**config.mk**
```make
export PLATFORM = sky130hd
export DESIGN_NAME = serial_adder
export DESIGN_NICKNAME = d
export VERILOG_FILES = /design/src/rtl/serial_adder.sv
export SDC_FILE = /design/constraint.sdc
export NUM_CORES = 1
export LEC_CHECK = 0
export CORE_UTILIZATION = 30
export DETAILED_ROUTE_END_ITERATION = 6
export PLACE_DENSITY_LB_ADDON = 0.1
export SLEW_MARGIN = 20
export SYNTH_ARGS = -nofsm -noshare
export SYNTH_HDL_FRONTEND = slang
export SYNTH_SLANG_ARGS = --single-unit
export TNS_END_PERCENT = 50
```
**constraint.sdc**
```tcl
create_clock -name sys_clk -period 3.18 [get_ports sys_clk]
set_input_delay 0.477 -clock sys_clk [delete_from_list [all_inputs] [get_ports sys_clk]]
set_output_delay 0.477 -clock sys_clk [all_outputs]
set_load 0.01 [all_outputs]
```
**src/rtl/serial_adder.sv**
```systemverilog
// Multi-cycle adder/subtractor: SLICE bits per clock through one ripple stage with a
// registered carry, valid/ready on both sides, results published only when complete.
module serial_adder #(
   parameter int WIDTH = 8,
   parameter int SLICE = 2
) (
   input  logic             sys_clk,
   input  logic             sys_rst,
   input  logic             in_valid,
   output logic             in_ready,
   input  logic [WIDTH-1:0] in1,
   input  logic [WIDTH-1:0] in2,
   input  logic             cin,
   input  logic             sub,
   output logic             out_valid,
   input  logic             out_ready,
   output logic [WIDTH-1:0] sum,
   output logic             cout,
   output logic             ovf
);

   localparam int N  = (SLICE > 0) ? WIDTH / SLICE : 1;
   localparam int CW = (N > 1) ? $clog2(N) : 1;

   generate
      if (WIDTH < 1 || SLICE < 1 || SLICE > WIDTH || (WIDTH % SLICE) != 0) begin : g_bad_params
         $error("serial_adder: WIDTH must be >= 1 and a multiple of SLICE");
      end
   endgenerate

   typedef enum logic [1:0] {
      IDLE = 2'd0,
      CALC = 2'd1,
      DONE = 2'd2
   } state_t;

   state_t state_q, state_d;

   logic [WIDTH-1:0] a_q;
   logic [WIDTH-1:0] b_q;
   logic [WIDTH-1:0] part_q;
   logic             carry_q;
   logic [CW-1:0]    cnt_q;
   logic [WIDTH-1:0] sum_q;
   logic             cout_q;
   logic             ovf_q;

   logic [SLICE-1:0] a_slice;
   logic [SLICE-1:0] b_slice;
   logic [SLICE:0]   slice_res;
   logic [WIDTH-1:0] full_sum;
   logic             last_slice;
   logic             msb_carry_in;
   logic             accept;

   assign accept     = (state_q == IDLE) && in_valid;
   assign last_slice = (cnt_q == CW'(N - 1));

   always_ff @(posedge sys_clk or posedge sys_rst) begin
      if (sys_rst) begin
         state_q <= IDLE;
      end else begin
         state_q <= state_d;
      end
   end

   always_comb begin
      state_d   = state_q;
      in_ready  = 1'b0;
      out_valid = 1'b0;
      case (state_q)
         IDLE: begin
            in_ready = 1'b1;
            if (in_valid) begin
               state_d = CALC;
            end
         end
         CALC: begin
            if (last_slice) begin
               state_d = DONE;
            end
         end
         DONE: begin
            out_valid = 1'b1;
            if (out_ready) begin
               state_d = IDLE;
            end
         end
         default: begin
            state_d = IDLE;
         end
      endcase
   end

   // One ripple slice; the partial result is merged into the running sum word.
   always_comb begin
      a_slice   = a_q[cnt_q*SLICE +: SLICE];
      b_slice   = b_q[cnt_q*SLICE +: SLICE];
      slice_res = {1'b0, a_slice} + {1'b0, b_slice} + {{SLICE{1'b0}}, carry_q};
      full_sum  = part_q;
      full_sum[cnt_q*SLICE +: SLICE] = slice_res[SLICE-1:0];
   end

   // Since s = a ^ b ^ c per bit, the carry into the MSB falls out of the MSB bits.
   assign msb_carry_in = a_q[WIDTH-1] ^ b_q[WIDTH-1] ^ full_sum[WIDTH-1];

   always_ff @(posedge sys_clk or posedge sys_rst) begin
      if (sys_rst) begin
         a_q     <= '0;
         b_q     <= '0;
         part_q  <= '0;
         carry_q <= 1'b0;
         cnt_q   <= '0;
         sum_q   <= '0;
         cout_q  <= 1'b0;
         ovf_q   <= 1'b0;
      end else begin
         if (accept) begin
            a_q     <= in1;
            b_q     <= sub ? ~in2 : in2;
            carry_q <= sub ? ~cin : cin;
            cnt_q   <= '0;
         end else if (state_q == CALC) begin
            part_q  <= full_sum;
            carry_q <= slice_res[SLICE];
            cnt_q   <= cnt_q + 1'b1;
            if (last_slice) begin
               sum_q  <= full_sum;
               cout_q <= slice_res[SLICE];
               ovf_q  <= msb_carry_in ^ slice_res[SLICE];
            end
         end
      end
   end

   assign sum  = sum_q;
   assign cout = cout_q;
   assign ovf  = ovf_q;

endmodule
```
==> run summary <==
ys async rst share -> 1.000
CORE AREA -> 6314 sq um
port bufs -> 33
final cycle utilization of the critical path -> 0.8887
gpl congestion -> 0.7174
Syn Area/Cell -> 10.42 sq um
leakage -> 1.093 nW
share of cells above drive strength 1 -> 0.07175
die area -> 6858 sq um
1st-iter DRT viols -> 42
area share of the largest cell type after synthesis -> 0.4981
# DRC -> 0
post-CTS sizing -> 0
antenna violations before repair -> 0
Setup crit end kind -> flip-flop
Tightest Pin Transition -> 0.7685 ns
Post-CTS Setup Bufs -> 0
#FFs+latches synth -> 39
CTS tree -> yes
pwr dens -> 963.7 nW/um^2
Setup crit end -> ovf$_DFFE_PP0P_
largest net degree at the start of global routing -> 40
unrepaired setup endpoints after global routing -> no
EDFF count, synth -> 0
reg-to-reg endpoint -> ovf$_DFFE_PP0P_
via count -> 1354
worst reg2reg setup slack -> 0.35 ns
CP Launch Point -> cnt_q[0]$_DFFE_PP0P_
vias per cell -> 4.513
Ys Warns -> 0
Syn Nets -> 218
gr usage total -> 0.1262
critical path type -> reg2reg
Total Wirelength -> 3797 um
R2R depth -> 8
Hold WC Path Type -> reg2reg
Final WS setup -> 0.3539 ns
max_cap viols -> 0
ANT cells -> 0
final setup fails -> 0
status -> complete, no violations
Max transition margin -> 0.4865
top cell type by total area after synthesis -> dfrtp_1
Seq/Total Area, Yosys -> 0.4981
post-route minimum period -> 2.826 ns
post-synth design cell area -> 1959 sq um
top cells by count, synth -> nand2_1, dfrtp_1, o21ai_0
Slew Limit Fails -> 0
Most used DFF post-synth -> dfrtp_1
count leader, synth -> nand2_1
Post-Place Worst Slack -> 0.3610 ns
Avg WL per Cell -> 12.66 um
Hold Fails Final Rpt -> 0
remaining antenna violation count after routing -> 0
area grow syn2layout -> 26.44%
H-tree depth -> 2
Post-CTS Hold Buffers -> 0
Initial Util -> 0.3103
grt total ovfl -> 0
top cells by area, synth -> dfrtp_1, nand2_1, o21ai_0
Syn Inst Count -> 188
Setup Skew -> 0.01071 ns
CP Data Required Time -> 3.34 ns
Worst-Skew Late Latency -> 0.29 ns
vias in the first global route -> 1336
dpl hpwl -> 2736 um
Final Cell Area -> 2477 sq um
Ports -> 34
row count -> 29
worst-case clock buffer depth -> 2
CTS sink cnt -> 39
Reg clk slew, reported paths -> 0.08 ns
Max Fclk -> 0.3538 GHz
die height -> 82.82 um
Die W -> 82.82 um
Fillers -> 647
Worst Path Arrival -> 2.98 ns
origin of the critical flop-to-flop path -> cnt_q[0]$_DFFE_PP0P_
Setup crit start kind -> flip-flop
clk root buf -> clkbuf_8
DRT Pass-1 Iters -> 4
fin nets -> 252
Sum Neg Setup Slack -> 0 ns
TritonCTS Buffers -> 5
Worst Path Max Fanout -> 4
Synth cell types -> 28
worst-case vdd ir drop -> 0.3186 mV
Post-Place Cell Area -> 2360 sq um
first-pass GRT wire length -> 6741 um
## worst min-delay path by stage
stage / endpoint / slack [ns] / startpoint / cells after the start
after global placement: a_q[2]$_DFFE_PP0P_ / 0.45 / a_q[2]$_DFFE_PP0P_ / 2
after floorplan: a_q[2]$_DFFE_PP0P_ / 0.44 / a_q[2]$_DFFE_PP0P_ / 2
after CTS: a_q[2]$_DFFE_PP0P_ / 0.48 / a_q[2]$_DFFE_PP0P_ / 2
final: a_q[2]$_DFFE_PP0P_ / 0.47 / a_q[2]$_DFFE_PP0P_ / 2
after global routing: a_q[2]$_DFFE_PP0P_ / 0.50 / a_q[2]$_DFFE_PP0P_ / 2
after detailed placement: a_q[2]$_DFFE_PP0P_ / 0.46 / a_q[2]$_DFFE_PP0P_ / 2
## placed cells by master (no fill, tap or decap), drive strengths merged, types with 3 or more instances in the layout
cell type / instances
mux2i: 8
inv: 8
xnor2: 11
ha: 6
clkbuf: 6
nand2: 52
mux4: 4
o21ai: 29
buf: 3
dfrtp: 39
clkdlybuf4s50: 33
nor4b: 5
## power by group
group	switching (mW)	total (mW)	internal, mW
logic	0.603	1.14	0.539
registers	0.122	0.812	0.690
clock network	0.179	0.433	0.254
## per-layer routing
layer	GRT usage	part of all wire	vias to the layer above	wire length, um
met1	0.1677	0.48	623	1819
met3	0.03877	0.036	5	136
met4	0.04702	0.015	0	57
li1	-	-	698	-
met5	0	0	-	0
met2	0.1937	0.47	28	1784
## final cells by class
cell class / count / area, sq um / share of cell area
clock buffer: 6 / 82.58 / 0.03333
clock inverter: 2 / 35.03 / 0.01414
inverter: 8 / 35.03 / 0.01414
multi-input combinational: 132 / 899.6 / 0.3631
sequential: 39 / 975.9 / 0.3939
tap: 77 / 96.34 / 0.03889
timing repair buffer: 36 / 352.8 / 0.1424
## worst max-delay path, stage by stage, from the launching register on
cell     delay (ns)
dfrtp_1        0.42
mux4_1         0.60
fa_1           0.40
inv_1          0.08
fa_1           0.47
nor4b_2        0.35
mux2i_4        0.13
xnor2_1        0.17
o21ai_1        0.07
## per-stage QoR
stage                     hold slack, ns  instances  total power, mW  utilization
after global placement            0.4522        292            1.984       0.3738
after global routing              0.5030        300            2.619       0.3924
final                             0.4723        300            2.388       0.3924
after CTS                         0.4802        300            2.433       0.3924
after detailed placement          0.4594        292            1.992       0.3738
after floorplan                   0.4373        188            1.659            -
## cell families after synthesis
group           count (synthesis)  synth area share
compound gates                 30           0.07663
fa+ha+maj                       8           0.05875
buf+inv                        17           0.04278
simple gates                   68            0.1577
mux                            14            0.1124
xor+xnor                       12           0.05364
flops                          39            0.4981
## flip-flops by register name, summed over array words and instances, names as in the netlist
signal,cells
state_q,2
a_q,8
cnt_q,2
part_q,8
cout,1
b_q,8
sum,8
ovf,1
carry_q,1
Power figures use the tool's default switching activity.
